<file path="src/rtl/debug_mem_dumper.sv">
// debug_mem_dumper
//   Sweeps every reachable word of the data memory through its debug read
//   port and streams each word, least-significant byte first, to the debug
//   UART transmitter. Words go out in ascending address order.
//
// Ports
//   i_clk, i_reset   clock and synchronous active-high reset
//   i_start          dump request, only honoured while idle
//   i_debug_mem      word returned by the memory debug port for o_debug_addr
//   i_tx_done        UART TX done tick, only honoured while waiting on a byte
//   o_debug_addr     word-aligned byte address presented to the debug port
//   o_tx_data        byte currently offered to the UART
//   o_tx_start       one-cycle request to transmit o_tx_data
//   o_busy           high while a dump is in progress
//   o_done           one-cycle pulse once the final byte has been accepted
module debug_mem_dumper #(
  parameter int unsigned B = 32,
  parameter int unsigned W = 5
) (
  input  logic         i_clk,
  input  logic         i_reset,
  input  logic         i_start,
  input  logic [B-1:0] i_debug_mem,
  input  logic         i_tx_done,
  output logic [W-1:0] o_debug_addr,
  output logic [7:0]   o_tx_data,
  output logic         o_tx_start,
  output logic         o_busy,
  output logic         o_done
);

  localparam int unsigned NBYTES = B / 8;
  localparam int unsigned BIW    = (NBYTES > 1) ? $clog2(NBYTES) : 1;
  localparam int unsigned WIW    = W - 2;

  localparam logic [BIW-1:0] BI_LAST = BIW'(NBYTES - 1);
  localparam logic [WIW-1:0] WI_LAST = '1;

  localparam logic [2:0] S_IDLE = 3'd0;
  localparam logic [2:0] S_LOAD = 3'd1;
  localparam logic [2:0] S_SEND = 3'd2;
  localparam logic [2:0] S_WAIT = 3'd3;
  localparam logic [2:0] S_DONE = 3'd4;

  logic [2:0]     state_q, state_d;
  logic [WIW-1:0] wi_q, wi_d;
  logic [BIW-1:0] bi_q, bi_d;
  logic [B-1:0]   word_buf_q, word_buf_d;

  always_comb begin
    state_d    = state_q;
    wi_d       = wi_q;
    bi_d       = bi_q;
    word_buf_d = word_buf_q;
    case (state_q)
      S_IDLE: begin
        wi_d = '0;
        bi_d = '0;
        if (i_start) begin
          state_d = S_LOAD;
        end
      end
      S_LOAD: begin
        // Debug port is combinational on o_debug_addr, which is already
        // stable for this word, so the data can be captured here.
        word_buf_d = i_debug_mem;
        bi_d       = '0;
        state_d    = S_SEND;
      end
      S_SEND: begin
        state_d = S_WAIT;
      end
      S_WAIT: begin
        if (i_tx_done) begin
          if (bi_q != BI_LAST) begin
            bi_d    = bi_q + 1'b1;
            state_d = S_SEND;
          end else begin
            // Word index wraps to zero after the final word, leaving the
            // address at 0 for the next dump.
            bi_d    = '0;
            wi_d    = wi_q + 1'b1;
            state_d = (wi_q != WI_LAST) ? S_LOAD : S_DONE;
          end
        end
      end
      S_DONE: begin
        state_d = S_IDLE;
      end
      default: begin
        state_d = S_IDLE;
      end
    endcase
  end

  always_ff @(posedge i_clk) begin
    if (i_reset) begin
      state_q    <= S_IDLE;
      wi_q       <= '0;
      bi_q       <= '0;
      word_buf_q <= '0;
    end else begin
      state_q    <= state_d;
      wi_q       <= wi_d;
      bi_q       <= bi_d;
      word_buf_q <= word_buf_d;
    end
  end

  // Every output is a decode of registered state only.
  assign o_debug_addr = {wi_q, 2'b00};
  assign o_tx_data    = word_buf_q[{bi_q, 3'b000} +: 8];
  assign o_tx_start   = (state_q == S_SEND);
  assign o_busy       = (state_q == S_LOAD) || (state_q == S_SEND) ||
                        (state_q == S_WAIT);
  assign o_done       = (state_q == S_DONE);

endmodule
</file>
<file path="config.mk">
export PLATFORM = sky130hd
export DESIGN_NAME = debug_mem_dumper
export DESIGN_NICKNAME = d
export VERILOG_FILES = /design/src/rtl/debug_mem_dumper.sv
export SDC_FILE = /design/constraint.sdc
export NUM_CORES = 1
export LEC_CHECK = 0
export ABC_AREA = 1
export ABC_CLOCK_PERIOD_IN_PS = 2900
export BUFFER_PORTS_ARGS = -buffer_cell sky130_fd_sc_hd__buf_2
export CAP_MARGIN = 40
export CORE_UTILIZATION = 45
export DETAILED_ROUTE_END_ITERATION = 12
export PLACE_DENSITY = 0.68
export SYNTH_ARGS = -nofsm -noshare
export SYNTH_HDL_FRONTEND = slang
export SYNTH_SLANG_ARGS = --single-unit
</file>
<file path="constraint.sdc">
create_clock -name i_clk -period 2.9 [get_ports i_clk]
set_input_delay 0.145 -clock i_clk [delete_from_list [all_inputs] [get_ports i_clk]]
set_output_delay 0.145 -clock i_clk [all_outputs]
set_load 0.01 [all_outputs]
</file>
==> impl_metrics.py <==
metrics = {
    "outcome": {
        "status": "complete, no violations",
    },
    "clocking": {
        "clock-sinks": 40,
        "ctsHoldBuffers": 0,
        "cts_buffers": 5,
        "post_cts_resized": 0,
        "cts_root_buffer": "clkbuf_8",
        "path_clk_slew_ps": 70,
        "clk_path_buf_depth": 2,
        "tritoncts": "yes",
        "post_cts_buffers": 0,
        "clkLatencyLatePin_ps": 290,
        "htree_levels": 2,
    },
    "placed_design": {
        "gp_congestion": 0.7686,
        "dpl.cell_count": 339,
        "hpwl_um": 2854,
        "port_buffers": 49,
    },
    "grt": {
        "use_met2": 0.3273,
        "top_usage_layer": "met2",
        "use_met1": 0.2739,
        "antenna_found_initial": 0,
        "grt_overflow": 0,
        "grt_max_degree": 34,
        "grt_usage": 0.2075,
        "grt_pass1_vias": 1493,
        "grt_pass1_wl_um": 6768,
        "use_met3": 0.05556,
    },
    "timing": {
        "fmax_mhz": 501.5,
        "rsz0062_at_grt": "false",
        "finalMaxSlewViolations": 0,
        "fin_crit_ps": 1994,
        "skew_ps": 4.362,
        "finalSetupTns_ps": 0,
        "relSlewSlack": 0.6322,
        "setup_violations": 0,
        "hold_violations": 0,
        "worstMarginPinSlew_ps": 550.9,
        "finalCritPeriodShare": 0.6875,
    },
    "floorplan": {
        "rows": 22,
        "die_w_um": 65.48,
        "core_area_um2": 3771,
        "die_height_um": 65.48,
        "start_util": 0.4808,
        "die_area_um2": 4287,
        "pin_count": 52,
    },
    "final_layout": {
        "areaGrowthSynthToFinish_pct": 17.53,
        "regArea_um2": 800.8,
        "fillers": 369,
        "multi_input_area_um2": 887.1,
        "final_net_count": 337,
        "final_cells": 346,
        "layout-drive-gt1-share": 0.2282,
        "diodes": 0,
    },
    "detailed_routing": {
        "via_per_inst": 4.905,
        "route.detailed.drc": 0,
        "num_vias": 1697,
        "wire_per_inst_um": 11.68,
        "dr.pass1.iters": 4,
        "ant_nets": 0,
        "first_iter_violations": 138,
        "routed_wl_um": 4041,
    },
    "yosys": {
        "synth_compound_area_frac": 0.1843,
        "syn_inst": 255,
        "synthMostInstantiatedCell": "nor2_1",
        "yosys.area_share.simple": 0.2802,
        "synth.cell_area_um2": 1813,
        "synth-seq-area-share": 0.4417,
        "ys_ff_latch": 40,
        "synth_edf_count": 0,
        "async_flop_share": 0,
        "ys_top_cells_by_count": "91 x nor2_1, 43 x o21ai_0, 40 x dfxtp_1, 13 x nand2_1, 8 x o22ai_1",
        "yosysTopAreaCellShare": 0.4417,
        "synth_top_family_by_area": "simple AND/OR/NAND/NOR gates",
        "yosys_warnings": 0,
        "yosysTopAreaCell": "dfxtp_1",
        "synth_xor_xnor_area_share": 0,
        "synth.mux.area_fraction": 0,
        "synth_area_leaders": "dfxtp_1 44%, nor2_1 19%, o21ai_0 12%, o22ai_1 2.8%, nand2_1 2.7%",
        "synth_ff_type": "dfxtp_1",
        "synth_fa_ha_area_frac": 0.02070,
        "syn_area_per_cell_um2": 7.110,
        "synth_cell_types": 27,
    },
    "critical_path": {
        "arrival_ps": 1850,
        "path_max_fanout": 19,
        "critPathCaptureType": "primary output",
        "worst-setup-path-type": "reg2out",
        "worstPathRequired_ps": 2760,
        "r2r_setup_slack_ps": 1310,
        "cp-start-kind": "register",
    },
    "hold_path": {
        "hold_path_class": "in2reg",
    },
    "power": {
        "p_per_area_nw_per_um2": 602.0,
        "power.total_uw": 1283,
        "total_leakage_power_uw": 0.0009938,
        "peakVddDrop_mv": 0.3661,
    },
    "run": {
        "maxCapViolCount": 0,
    },
}
-- layout make-up --
class,count,share of cell area
Clock buffer,6,0.03406
Clock inverter,1,0.002349
Inverter,10,0.01762
Multi-Input combinational cell,190,0.4163
Sequential cell,40,0.3758
Tap cell,48,0.02819
Timing Repair Buffer,51,0.1257
-- critical path, cell delays in order (launching register included) --
cell     delay [ps]
dfxtp_1         670
inv_1           380
o21ai_0         250
o22ai_1         110
buf_2           150
-- state kept, by name, indices dropped and copies added (netlist names) --
| signal | flops |
|---|---|
| word_buf_q | 32 |
| wi_q | 3 |
| state_q | 3 |
| bi_q | 2 |
-- power breakdown --
group          leakage (µW)  switching, µW  internal, µW
clock network     0.0000410            182           164
registers          0.000329           46.8           610
logic              0.000623            164           116
-- metrics by stage --
step | util | worst slack (ps) | instance area [µm²] | hold slack (ps)
CTS | 0.5650 | 929.9 | 2131 | 38.61
floorplan | - | 1684 | 1817 | 214.1
finish | 0.5650 | 906.2 | 2131 | 40.69
global placement | 0.5405 | 1276 | 2038 | 338.5
global route | 0.5650 | 712.1 | 2131 | 40.03
detailed placement | 0.5445 | 1266 | 2053 | 343.1
-- cell usage in the layout (no fill, tap or decap), types with 2 or more instances in the layout --
master	instances
a21oi_1	4
buf_2	49
clkbuf_8	5
conb_1	2
dfxtp_1	40
ha_1	3
inv_1	7
inv_2	3
nand2_1	13
nand2_2	3
nand2_4	2
nand3_1	4
nor2_1	91
nor3_1	3
o21ai_0	43
o21ai_1	7
o22ai_1	8
-- kinds of logic after synthesis --
kind of cell    Yosys count
simple gates            121
compound gates           64
flops                    40
buf+inv                  26
fa+ha+maj                 3
other cells               1
-- per-layer routing --
metal	routed length (µm)	vias to the layer above
met3	207	5
met2	1859	36
met4	44	0
li1	-	913
met5	0	-
met1	1930	743
-- worst paths after layout --
| kind | to | depth (start not counted) | from |
|---|---|---|---|
| hold / removal | state_q[1] | 2 | i_reset |
| setup reg to reg | word_buf_q[23] | 6 | state_q[1] |
| hold reg to reg | word_buf_q[17] | 2 | word_buf_q[17] |
| setup / recovery | o_tx_data[0] | 4 | bi_q[0] |
Power figures use the tool's default switching activity.
